--- src/rtl/pipe_pkg.sv ---
// Shared pipeline definitions: opcode map, controller state encoding and the
// bundle of pipeline enable/flush controls driven by pipe_ctrl.
package pipe_pkg;

  typedef enum logic [3:0] {
    OP_NOP   = 4'b0000, OP_ADD   = 4'b0001, OP_SUB   = 4'b0010, OP_AND  = 4'b0011,
    OP_OR    = 4'b0100, OP_XOR   = 4'b0101, OP_JMP   = 4'b0110, OP_JZ   = 4'b0111,
    OP_JNZ   = 4'b1000, OP_JC    = 4'b1001, OP_JNC   = 4'b1010, OP_CMP  = 4'b1011,
    OP_LOAD  = 4'b1100, OP_STORE = 4'b1101, OP_SHL   = 4'b1110, OP_MOV  = 4'b1111
  } opcode_e;

  typedef enum logic [1:0] {
    ST_RUN     = 2'd0,
    ST_LDSTALL = 2'd1,
    ST_FLUSH   = 2'd2,
    ST_MEMWAIT = 2'd3
  } state_e;

  typedef struct packed {
    logic pc_en;
    logic if_id_en;
    logic id_ex_en;
    logic ex_mem_en;
    logic flush_if_id;
    logic flush_id_ex;
    logic pc_sel_target;
  } ctl_t;

  localparam ctl_t CTL_RUN    = 7'b1111_000;
  localparam ctl_t CTL_HOLD   = 7'b0000_000;
  localparam ctl_t CTL_BRANCH = 7'b1111_111;
  localparam ctl_t CTL_FLUSH  = 7'b1111_010;
  localparam ctl_t CTL_LDUSE  = 7'b0011_010;

  function automatic logic is_jump(input logic [3:0] op);
    return (op >= OP_JMP) && (op <= OP_JNC);
  endfunction

endpackage

--- src/rtl/hazard_detect.sv ---
// Load-use detector: the EX load writes a register the ID instruction reads.
module hazard_detect
  import pipe_pkg::*;
(
  input  logic [4:0] id_src1_i,
  input  logic [4:0] id_src2_i,
  input  logic       id_use1_i,
  input  logic       id_use2_i,
  input  logic [3:0] ex_op_i,
  input  logic [4:0] ex_dest_i,
  input  logic       ex_write_en_i,
  output logic       load_use_o
);

  // Register 0 is compared like any other index.
  assign load_use_o = (ex_op_i == OP_LOAD) && ex_write_en_i &&
                      ((id_use1_i && (id_src1_i == ex_dest_i)) ||
                       (id_use2_i && (id_src2_i == ex_dest_i)));

endmodule

--- src/rtl/pipe_ctrl.sv ---
// Pipeline hazard controller: load-use bubbles, taken-jump flushes and memory
// wait stalls with timeout, plus a saturating stalled-cycle counter.
module pipe_ctrl
  import pipe_pkg::*;
#(
  parameter int FLUSH_CYCLES = 2,
  parameter int LOAD_STALL   = 1,
  parameter int MEM_TIMEOUT  = 15
) (
  input  logic        clk,
  input  logic        rst_n,
  input  logic [4:0]  id_src1,
  input  logic [4:0]  id_src2,
  input  logic        id_use1,
  input  logic        id_use2,
  input  logic [4:0]  ex_control,
  input  logic [4:0]  ex_dest_index,
  input  logic        ex_write_en,
  input  logic        ex_branch_taken,
  input  logic        mem_req,
  input  logic        mem_ack,
  output logic        pc_en,
  output logic        if_id_en,
  output logic        id_ex_en,
  output logic        ex_mem_en,
  output logic        flush_if_id,
  output logic        flush_id_ex,
  output logic        pc_sel_target,
  output logic [1:0]  state,
  output logic        mem_timeout,
  output logic [15:0] stall_cnt
);

  localparam logic [2:0] FLUSH_INIT = 3'(FLUSH_CYCLES - 1);
  localparam logic [2:0] LD_INIT    = 3'(LOAD_STALL - 1);
  localparam logic [7:0] TMO_LAST   = 8'(MEM_TIMEOUT - 1);

  state_e      state_q, state_d, saved_q, saved_d, eff_state;
  logic [2:0]  cnt_q, cnt_d, saved_cnt_q, saved_cnt_d, eff_cnt;
  logic [7:0]  wait_q, wait_d;
  logic        tmo_q, tmo_d;
  logic [15:0] stall_q, stall_d;
  logic        load_use, mem_stall;
  ctl_t        ctl;
  logic        unused_ex_ctl;

  assign unused_ex_ctl = ex_control[4];
  assign mem_stall     = mem_req & ~mem_ack;

  hazard_detect u_hazard (
    .id_src1_i     (id_src1),
    .id_src2_i     (id_src2),
    .id_use1_i     (id_use1),
    .id_use2_i     (id_use2),
    .ex_op_i       (ex_control[3:0]),
    .ex_dest_i     (ex_dest_index),
    .ex_write_en_i (ex_write_en),
    .load_use_o    (load_use)
  );

  always_comb begin
    ctl         = CTL_RUN;
    state_d     = state_q;
    cnt_d       = cnt_q;
    saved_d     = saved_q;
    saved_cnt_d = saved_cnt_q;
    wait_d      = wait_q;
    tmo_d       = tmo_q;
    eff_state   = state_q;
    eff_cnt     = cnt_q;

    // The ack cycle already behaves as the resumed state (outputs and transition).
    if (state_q == ST_MEMWAIT) begin
      if (mem_ack) begin
        eff_state = saved_q;
        eff_cnt   = saved_cnt_q;
      end else begin
        ctl    = CTL_HOLD;
        wait_d = wait_q + 8'd1;
        if (wait_q == TMO_LAST) begin
          tmo_d   = 1'b1;
          state_d = saved_q;
          cnt_d   = saved_cnt_q;
        end
      end
    end

    if (state_q != ST_MEMWAIT || mem_ack) begin
      state_d = ST_RUN;
      cnt_d   = 3'd0;
      if (mem_stall) begin
        ctl         = CTL_HOLD;
        saved_d     = eff_state;
        saved_cnt_d = eff_cnt;
        wait_d      = 8'd0;
        state_d     = ST_MEMWAIT;
        cnt_d       = eff_cnt;
      end else if (eff_state == ST_FLUSH) begin
        ctl = CTL_FLUSH;
        if (eff_cnt > 3'd1) begin
          state_d = ST_FLUSH;
          cnt_d   = eff_cnt - 3'd1;
        end
      end else if (ex_branch_taken) begin
        ctl = CTL_BRANCH;
        if (FLUSH_CYCLES > 1) begin
          state_d = ST_FLUSH;
          cnt_d   = FLUSH_INIT;
        end
      end else if (eff_state == ST_LDSTALL) begin
        ctl = CTL_LDUSE;
        if (eff_cnt > 3'd1) begin
          state_d = ST_LDSTALL;
          cnt_d   = eff_cnt - 3'd1;
        end
      end else if (load_use) begin
        ctl = CTL_LDUSE;
        if (LOAD_STALL > 1) begin
          state_d = ST_LDSTALL;
          cnt_d   = LD_INIT;
        end
      end
    end

    if (!rst_n) ctl = CTL_RUN;
    stall_d = (!ctl.pc_en && stall_q != 16'hFFFF) ? stall_q + 16'd1 : stall_q;
  end

  always_ff @(posedge clk or negedge rst_n) begin
    if (!rst_n) begin
      state_q     <= ST_RUN;
      cnt_q       <= 3'd0;
      saved_q     <= ST_RUN;
      saved_cnt_q <= 3'd0;
      wait_q      <= 8'd0;
      tmo_q       <= 1'b0;
      stall_q     <= 16'd0;
    end else begin
      state_q     <= state_d;
      cnt_q       <= cnt_d;
      saved_q     <= saved_d;
      saved_cnt_q <= saved_cnt_d;
      wait_q      <= wait_d;
      tmo_q       <= tmo_d;
      stall_q     <= stall_d;
    end
  end

  assign pc_en         = ctl.pc_en;
  assign if_id_en      = ctl.if_id_en;
  assign id_ex_en      = ctl.id_ex_en;
  assign ex_mem_en     = ctl.ex_mem_en;
  assign flush_if_id   = ctl.flush_if_id;
  assign flush_id_ex   = ctl.flush_id_ex;
  assign pc_sel_target = ctl.pc_sel_target;
  assign state         = state_q;
  assign mem_timeout   = tmo_q;
  assign stall_cnt     = stall_q;

endmodule

--- config.mk ---
export PLATFORM = sky130hd
export DESIGN_NAME = pipe_ctrl
export DESIGN_NICKNAME = d
export VERILOG_FILES = /design/src/rtl/pipe_pkg.sv /design/src/rtl/hazard_detect.sv /design/src/rtl/pipe_ctrl.sv
export SDC_FILE = /design/constraint.sdc
export NUM_CORES = 1
export LEC_CHECK = 0
export ABC_CLOCK_PERIOD_IN_PS = 2200
export CORE_AREA = 2 2 72 74
export CTS_CLUSTER_SIZE = 10
export DETAILED_ROUTE_END_ITERATION = 8
export DIE_AREA = 0 0 74 76
export PLACE_DENSITY = 0.81
export SLEW_MARGIN = 10
export SYNTH_ARGS = -nofsm -noshare
export SYNTH_HDL_FRONTEND = slang
export SYNTH_SLANG_ARGS = --single-unit
export TNS_END_PERCENT = 5
--- constraint.sdc ---
create_clock -name clk -period 2.2 [get_ports clk]
set_input_delay 0.44 -clock clk [delete_from_list [all_inputs] [get_ports clk]]
set_output_delay 0.44 -clock clk [all_outputs]
set_load 0.03 [all_outputs]
==> metrics.yaml <==
status: "finished clean"
cp_max_fo: 2
detail_route.wl_per_cell_microns: 13.6
grt_pass1_vias: 1969
clkTransAtPathRegs_ns: 0.08
syn_area_sq_um: 2060
die_area_sq_um: 5620
cp.required_ns: 1.76
synth_top_cell_by_area: "dfrtp_1"
vias: 1945
max_freq_mhz: 461
setup_viol: 0
post-place-ws_ns: -0.468
critPathLaunchType: "primary input"
cts_made_buffers: 5
cp.arrival_ns: 1.73
synthArstFlopShare_pct: 100
grt_overflow_total: 0
synth_area_leaders: "dfrtp_1, xor2_1, nor2_1"
peakVddDrop_mv: 0.632
p_per_area_nw_per_um2: 1040
synth_nets: 255
fin_worst_skew_ns: 0.00548
grt_setup_unrepaired: "true"
worst_slack_ns: 0.0290
slew_headroom_pct: 74.2
area_delta_synth_final_pct: 48.6
hold_slack_ns: 0.0122
hold_class: "in2async"
slew_viol_final: 0
synth_edf_count: 0
grt_pass1_wl_microns: 8740
p_int_uw: 1960
clock_path_buffers: 2
ant_nets: 0
hold_viol_final: 0
firstDrtPassIters: 4
route.met2.wl_microns: 2630
grt_max_degree: 21
antenna_found_initial: 0
ys_ff_latch: 35
fillers: 418
min_period_ns: 2.17
die_y_microns: 76
route.met3.wl_microns: 229
ios: 54
n_antenna_cell: 0
avgSynthCellArea_sq_um: 9.26
ys.flop_type: "dfrtp_1"
ys_seq_area_share_pct: 42.6
drc: 0
cts_sinks: 35
die_x_microns: 74
final_common_cell: "buf_4"
numPortBuffers: 52
track_usage_pct: 19.3
place.gp.congestion: 0.861
dp_cells: 367
final_cells: 377
met1_length_microns: 2200
combPwrFrac_pct: 46.9
swShare_pct: 38.4
drt_iter0_drc: 184
synth_cell_types: 45
dpl.hpwl_microns: 3830
coreArea_sq_um: 4910
cp-end-kind: "primary output"
post-route-period-util_pct: 98.7
postCtsHoldBufs: 0
synthCells: 222
synth_top_area_share_pct: 42.6
cts_tree: "yes"
pwr-share-seq_pct: 31.4
clock_tree.root_cell: "clkbuf_8"
power_frac_clock_pct: 21.8
yosysWarnings: 0
p_leak_uw: 0.00144
start_util_pct: 41.8
final_cell_mix: "buf_4, dfrtp_1, nor2_1"
final_nets: 339
top_layer: "met4"
fp-row-count: 26
worstSetupPathType: "in2out"
vias_per_cell: 5.16
switchingPower_uw: 1220
tightest_slew_ns: 0.383
cts_max_level: 2
cap_violations: 0
finalWirelength_microns: 5130
drive_gt1_share_pct: 25.4
clk_latency_ns: 0.28
-- metrics by stage --
step / power (uW) / instance area [sq um] / TNS, ns / utilization [%]
after floorplan: 1830 / 2110 / -0.0199 / -
after global placement: 2400 / 2880 / -6.30 / 58.7
after detailed placement: 2430 / 2880 / -7.50 / 58.7
after CTS: 3120 / 3010 / -0.369 / 61.3
after global routing: 3400 / 3050 / -0.0426 / 62.2
final: 3190 / 3050 / 0 / 62.2
-- flip-flops by register name (all words and copies together), names as in the netlist --
| register | cells |
|---|---|
| cnt_q | 3 |
| mem_timeout | 1 |
| saved_cnt_q | 3 |
| saved_q | 2 |
| stall_cnt | 16 |
| state | 2 |
| wait_q | 8 |
-- per-layer routing --
| metal | up-vias | global-route usage (%) |
|---|---|---|
| met4 | 0 | 6.00 |
| met3 | 6 | 2.65 |
| met2 | 66 | 32.5 |
| met5 | - | 0 |
| met1 | 924 | 25.4 |
| li1 | 949 | - |
-- critical path, stage by stage --
cell and delay (ns):
clkbuf_2 0.11, xnor2_2 0.15, nand4_1 0.16, nor4_4 0.37
nor3_4 0.08, or2_4 0.27, buf_6 0.14
-- Yosys cell counts, types with 6 or more instances --
master   number
nand2_1      14
dfrtp_1      35
nand3_1       6
xor2_1       22
a21oi_1      14
nand4_1       9
xnor2_1       8
nor2_1       28
o21ai_0       7
nor3_1       13
-- power groups by stage --
stage / Clock [uW] / Combinational [uW] / Sequential (uW)
after CTS: 701 / 1430 / 992
after global placement: 0 / 1400 / 996
after detailed placement: 0 / 1430 / 1000
final: 694 / 1490 / 999
after floorplan: 0 / 761 / 1070
after global routing: 738 / 1640 / 1030
-- logic make-up (layout without fill, tap and decap cells) --
group | after synthesis | in the layout | share of synthesized area [%]
simple gates | 100 | 100 | 25.6
fa+ha+maj | 5 | 5 | 3.04
flops | 35 | 35 | 42.6
buf+inv | 12 | 97 | 2.92
compound gates | 34 | 34 | 9.98
xor+xnor | 30 | 30 | 12.8
mux | 6 | 6 | 3.04
-- worst paths after layout --
path | from | end | slack (ns) | cells past startpoint
max in group asynchronous | rst_n | state[0]$_DFFE_PN0P_ | 1.42 | 3
worst max register to register | state[1]$_DFFE_PN0P_ | cnt_q[1]$_DFFE_PN0P_ | 0.07 | 8
min in group clk | wait_q[7]$_DFF_PN0_ | wait_q[7]$_DFF_PN0_ | 0.48 | 1
worst max-delay path | ex_dest_index[3] | pc_en | 0.03 | 7
worst min register to register | wait_q[7]$_DFF_PN0_ | wait_q[7]$_DFF_PN0_ | 0.48 | 1
worst min-delay path | rst_n | stall_cnt[13]$_DFFE_PN0P_ | 0.01 | 1
-- final cells by class --
cell class	count	area, sq um	area share, %
multi-input cells	175	1230	40.1
inverters	5	18.8	0.615
flip-flops and latches	35	878	28.8
clock inverters	3	67.6	2.21
well taps	70	87.6	2.87
repair buffers	84	707	23.1
clock buffers	5	68.8	2.25
-- what timing repair did --
action | CTS | global route
hold endpoints to repair | 0 | 0
setup buffers | 0 | 2
setup endpoints to repair | 15 | 10
pin swaps | 15 | 25
resized for setup | 22 | 39
(Power assumes the default switching activity.)
